`config.mk`:
```
export PLATFORM = sky130hd
export DESIGN_NAME = cadder_seq
export DESIGN_NICKNAME = d
export VERILOG_FILES = /design/src/rtl/cadder_seq.sv
export SDC_FILE = /design/constraint.sdc
export NUM_CORES = 1
export LEC_CHECK = 0
export CAP_MARGIN = 20
export CORE_MARGIN = 8
export CORE_UTILIZATION = 45
export CTS_BUF_LIST = sky130_fd_sc_hd__clkbuf_4 sky130_fd_sc_hd__clkbuf_8
export CTS_CLUSTER_SIZE = 14
export DETAILED_ROUTE_END_ITERATION = 12
export PLACE_DENSITY = 0.89
export REMOVE_ABC_BUFFERS = 1
export SLEW_MARGIN = 20
export SYNTH_ARGS = -nofsm -noshare
export SYNTH_HDL_FRONTEND = slang
export SYNTH_SLANG_ARGS = --single-unit
export TNS_END_PERCENT = 100
```
`constraint.sdc`:
```
create_clock -name clk -period 3.5 [get_ports clk]
set_clock_uncertainty 0.1 [all_clocks]
set_input_delay 0.525 -clock clk [delete_from_list [all_inputs] [get_ports clk]]
set_output_delay 0.525 -clock clk [all_outputs]
set_load 0.05 [all_outputs]
```
`src/rtl/cadder_seq.sv`:
```
// cadder_seq: sequences the registered 26-bit accumulate adder and saturates its sum to OUT_W bits.
// Latency: start to res_valid is len+2 cycles (len+3 with bias) plus one cycle per mul_valid-low stall.
// Backpressure: mul_valid low stalls SEED/ACC; res_ready low holds the result in OUT and blocks new jobs.
// Build option: define CADDER_SEQ_BIAS_EN to add one BIAS cycle per job (rega added once).
module cadder_seq #(
  parameter int LEN_W = 8,
  parameter int OUT_W = 21
) (
  input  logic             clk,
  input  logic             reset,
  input  logic             start,
  input  logic [LEN_W-1:0] len,
  output logic             busy,
  input  logic             mul_valid,
  output logic             mul_ready,
  output logic             add_en,
  output logic [1:0]       add_sel,
  input  logic [25:0]      add_sum,
  input  logic             add_ovf,
  output logic [OUT_W-1:0] res_data,
  output logic             res_sat,
  output logic             res_ovf,
  output logic             res_valid,
  input  logic             res_ready
);

  // Adder input-select encodings.
  localparam logic [1:0] SEL_MUL_REGS = 2'b00;
  localparam logic [1:0] SEL_MUL_SUM  = 2'b01;
`ifdef CADDER_SEQ_BIAS_EN
  localparam logic [1:0] SEL_REGA_SUM = 2'b10;
`endif

  // Saturation bounds, both as 26-bit signed compare limits and as OUT_W-bit result words.
  localparam int                MAX_I   = (1 << (OUT_W - 1)) - 1;
  localparam logic signed [25:0] SAT_MAX = 26'(MAX_I);
  localparam logic signed [25:0] SAT_MIN = 26'(-MAX_I - 1);
  localparam logic [OUT_W-1:0]   RES_MAX = {1'b0, {(OUT_W-1){1'b1}}};
  localparam logic [OUT_W-1:0]   RES_MIN = {1'b1, {(OUT_W-1){1'b0}}};

  typedef enum logic [2:0] {
    IDLE   = 3'd0,
    SEED   = 3'd1,
    ACC    = 3'd2,
`ifdef CADDER_SEQ_BIAS_EN
    BIAS   = 3'd3,
`endif
    SETTLE = 3'd4,
    OUT    = 3'd5
  } state_t;

  // State following the last multiplier term.
`ifdef CADDER_SEQ_BIAS_EN
  localparam state_t POST = BIAS;
`else
  localparam state_t POST = SETTLE;
`endif

  state_t           state;
  state_t           state_nxt;
  logic [LEN_W-1:0] cnt;
  logic             ovf_sticky;
  logic             en_d;
  logic             accept;
  logic             fire;
  logic             ovf_final;
  logic [OUT_W-1:0] res_data_nxt;
  logic             res_sat_nxt;

  // Next-state and adder/handshake decode; all outputs except add_en depend on state only.
  always_comb begin
    state_nxt = state;
    busy      = 1'b1;
    mul_ready = 1'b0;
    add_en    = 1'b0;
    add_sel   = SEL_MUL_SUM;
    accept    = 1'b0;
    fire      = 1'b0;
    case (state)
      IDLE: begin
        busy = 1'b0;
        if (start && (len != '0)) begin
          accept    = 1'b1;
          state_nxt = SEED;
        end
      end
      SEED: begin
        add_sel   = SEL_MUL_REGS;
        mul_ready = 1'b1;
        add_en    = mul_valid;
        fire      = mul_valid;
        if (fire) begin
          state_nxt = (cnt == '0) ? POST : ACC;
        end
      end
      ACC: begin
        add_sel   = SEL_MUL_SUM;
        mul_ready = 1'b1;
        add_en    = mul_valid;
        fire      = mul_valid;
        if (fire && (cnt == '0)) begin
          state_nxt = POST;
        end
      end
`ifdef CADDER_SEQ_BIAS_EN
      BIAS: begin
        add_sel   = SEL_REGA_SUM;
        add_en    = 1'b1;
        state_nxt = SETTLE;
      end
`endif
      SETTLE: begin
        state_nxt = OUT;
      end
      OUT: begin
        if (res_valid && res_ready) begin
          state_nxt = IDLE;
        end
      end
      default: begin
        busy      = 1'b0;
        state_nxt = IDLE;
      end
    endcase
  end

  // State register.
  always_ff @(posedge clk or negedge reset) begin
    if (!reset) begin
      state <= IDLE;
    end else begin
      state <= state_nxt;
    end
  end

  // Remaining-term counter: holds terms left after the current one, so the SEED fire also counts.
  always_ff @(posedge clk or negedge reset) begin
    if (!reset) begin
      cnt <= '0;
    end else if (accept) begin
      cnt <= len - LEN_W'(1);
    end else if (fire && (cnt != '0)) begin
      cnt <= cnt - LEN_W'(1);
    end
  end

  // Overflow tracking: the adder reports overflow one cycle after the add that caused it.
  always_ff @(posedge clk or negedge reset) begin
    if (!reset) begin
      en_d       <= 1'b0;
      ovf_sticky <= 1'b0;
    end else begin
      en_d <= add_en;
      if (accept) begin
        ovf_sticky <= 1'b0;
      end else if (en_d) begin
        ovf_sticky <= ovf_sticky | add_ovf;
      end
    end
  end

  // Saturate the settled 26-bit sum; on a wrap the true sign is the inverse of the wrapped MSB.
  always_comb begin
    ovf_final    = ovf_sticky | (en_d & add_ovf);
    res_data_nxt = add_sum[OUT_W-1:0];
    res_sat_nxt  = 1'b0;
    if (ovf_final) begin
      res_data_nxt = add_sum[25] ? RES_MAX : RES_MIN;
      res_sat_nxt  = 1'b1;
    end else if ($signed(add_sum) > SAT_MAX) begin
      res_data_nxt = RES_MAX;
      res_sat_nxt  = 1'b1;
    end else if ($signed(add_sum) < SAT_MIN) begin
      res_data_nxt = RES_MIN;
      res_sat_nxt  = 1'b1;
    end
  end

  // Result register: loaded in SETTLE, held through OUT, valid dropped on handshake.
  always_ff @(posedge clk or negedge reset) begin
    if (!reset) begin
      res_data  <= '0;
      res_sat   <= 1'b0;
      res_ovf   <= 1'b0;
      res_valid <= 1'b0;
    end else if (state == SETTLE) begin
      res_data  <= res_data_nxt;
      res_sat   <= res_sat_nxt;
      res_ovf   <= ovf_final;
      res_valid <= 1'b1;
    end else if ((state == OUT) && res_valid && res_ready) begin
      res_valid <= 1'b0;
    end
  end

endmodule

```
==> impl_metrics.csv <==
group,metric,value,unit
status,status,"finished, final reports clean",
global_route,grt_pass1_wl,8750,um
power_and_ir_drop,p_leak,1.08,nW
setup_path,cp_common_cell,"a211oi_1",
cts,cts_max_level,2,
final_layout,utilization,0.650,
place,pre_cts_ws,0.121,ns
timing,setup_slack,0.396,ns
global_route,grt_pass1_vias,1827,
setup_path,critPathSlowestCell,"or4_4",
setup_path,crit_path_start,"len[5]",
setup_path,path_cells,"clkdlybuf4s50_1 > or4_4 > o31ai_1 > mux2i_1 > ha_1 > inv_1 > or3_1 > a211oi_1 > a211oi_1 > a21oi_1",
timing,rsz0062_at_grt,"false",
cts,cts_buffers,5,
drt,vias,1851,
synth,synth_ff_type,"dfrtp_1",
final_layout,final_area,2770,um^2
timing,hold-worst-slack,0.225,ns
setup_path,critPathKind,"in -> reg",
cts,max-clock-path-buffers,2,
power_and_ir_drop,power_density,996,nW/um^2
cts,cts_resized,0,
place,numPortBuffers,67,
synth,yosysWarnings,0,
timing,fmax,322,MHz
timing,drv_slew,0,
drt,drc_errors,0,
synth,syn_inst,219,
timing,worst_pin_slew,0.804,ns
synth,ys_ff_latch,37,
timing,final_hold_viol_count,0,
timing,slew_headroom,0.464,
die,num_rows,24,
drt,wl_per_cell,15.5,um
hold_path,hold_path_class,"in -> async",
global_route,antenna_found_initial,0,
synth,yosysSeqAreaShare,0.472,
setup_path,cp.required,3.60,ns
die,start_util,0.460,
power_and_ir_drop,peakVddDrop,0.777,mV
global_route,gr-total-overflow,0,
cts,clock-sinks,37,
setup_path,cpLargestDelayFamily,"simple AND/OR/NAND/NOR gates",
cts,ctsHoldBuffers,0,
timing,totalNegativeSetupSlack,0,ns
setup_path,worstSetupStartpointType,"primary input",
setup_path,path_buf_inv,2,
synth,synth.most_common_cell,"dfrtp_1",
timing,final.period_utilization,0.887,
setup_path,reg2reg_from,"state[0]",
global_route,grtUsageTotal,0.163,
synth,netlist_area,1960,um^2
global_route,grt_max_degree,38,
synth,synth_common_cells,"dfrtp_1, nor2_1, a21oi_1",
synth,yosysTopAreaCell,"dfrtp_1",
setup_path,crit_arrival,3.21,ns
setup_path,end_kind,"flop",
final_layout,syn_to_final_growth,41.4,%
final_layout,nets,326,
cts,insertion_delay,0.28,ns
synth,synth.area.top_cells,"dfrtp_1, a21oi_1, nor2_1",
final_layout,insertedDiodeCount,0,
cts,clock_tree.root_cell,"clkbuf_8",
flow_run,max-cap-violations,0,
die,io_pins,69,
die,die_area,6720,um^2
die,core_area,4260,um^2
cts,cts_setup_buffers,0,
timing,fin_crit,3.10,ns
final_layout,layout-drive-gt1-share,0.0807,
final_layout,layout.cells.non_filler,337,
synth,synth.top_cell.area_share,0.472,
cts,path_clk_slew,0.07,ns
drt,dr.first_iter.drc_count,84,
place,placedCellCount,330,
cts,cts_tree,"built",
place,hpwl,3940,um
place,post_dp_cell_area,2680,um^2
drt,drtPass1Iterations,4,
setup_path,crit_fanout,4,
synth,synth_enable_flop_cells,0,
synth,ys_types,44,
drt,vias_per_cell,5.49,
timing,setup_viol_count_final,0,
drt,ant_nets,0,
power_and_ir_drop,finalPower,2.76,mW
die,die_w,82.0,um
place,gp_congestion,0.907,
setup_path,max_stage_delay,0.58,ns
drt,drt-total-wl,5240,um
synth,avgSynthCellArea,8.95,um^2
synth,async_flop_share,1.00,
die,die_h,82.0,um
[kinds of logic after synthesis]
| family | Yosys count | synth area share |
|---|---|---|
| compound gates | 75 | 0.230 |
| simple gates | 70 | 0.175 |
| flops | 37 | 0.472 |
| buf+inv | 21 | 0.0485 |
| xor+xnor | 11 | 0.0491 |
| mux | 3 | 0.0160 |
| fa+ha+maj | 1 | 0.00638 |
| other cells | 1 | 0.00191 |
[report_power, final]
group | switching, mW | total, mW | internal, mW
registers | 0.175 | 0.801 | 0.626
clock network | 0.139 | 0.303 | 0.164
logic | 1.04 | 1.66 | 0.617
total | 1.35 | 2.76 | 1.41
[path summary, 6_finish.rpt]
check                                to  slack (ns)  cells past startpoint
setup / recovery                 cnt[4]        0.40                     10
min in group clk           res_data[13]        0.43                      2
hold / removal              res_data[8]        0.22                      1
hold reg to reg            res_data[13]        0.43                      2
setup reg to reg                 cnt[4]        0.80                     11
max in group asynchronous        cnt[7]        2.56                      1
[registers in the layout, indices dropped and copies added, names as in the netlist]
| name | count |
|---|---|
| res_ovf | 1 |
| ovf_sticky | 1 |
| res_data | 21 |
| en_d | 1 |
| cnt | 8 |
| state | 3 |
| res_valid | 1 |
| res_sat | 1 |
[final cells by class]
class,instances,area [um^2]
Multi-Input combinational cell,161,942
Inverter,4,15.0
Tap cell,52,65.1
Sequential cell,37,926
Timing Repair Buffer,76,733
Clock buffer,7,90.1
Fill cell,381,1490
[cell usage in the layout, fill, tap and decap left out, types with 3 or more instances in the layout]
cell	netlist	final
a211oi_1	4	4
a21oi_1	30	30
buf_4	1	9
clkbuf_8	0	6
clkdlybuf4s50_1	0	66
dfrtp_1	37	37
inv_1	4	4
nand2_1	8	8
nand2b_1	3	3
nor2_1	36	36
nor3_1	4	4
nor4_1	4	4
o21ai_0	22	22
or3_1	5	5
xnor2_1	7	7
xor2_1	4	4
[per-layer routing]
metal | vias to the layer above | track usage | routed length (um)
met5 | - | 0 | 0
met4 | 0 | 0.0421 | 12
met3 | 2 | 0.0547 | 368
met2 | 58 | 0.260 | 2600
met1 | 884 | 0.208 | 2260
li1 | 907 | - | -
Power figures use the tool's default switching activity.
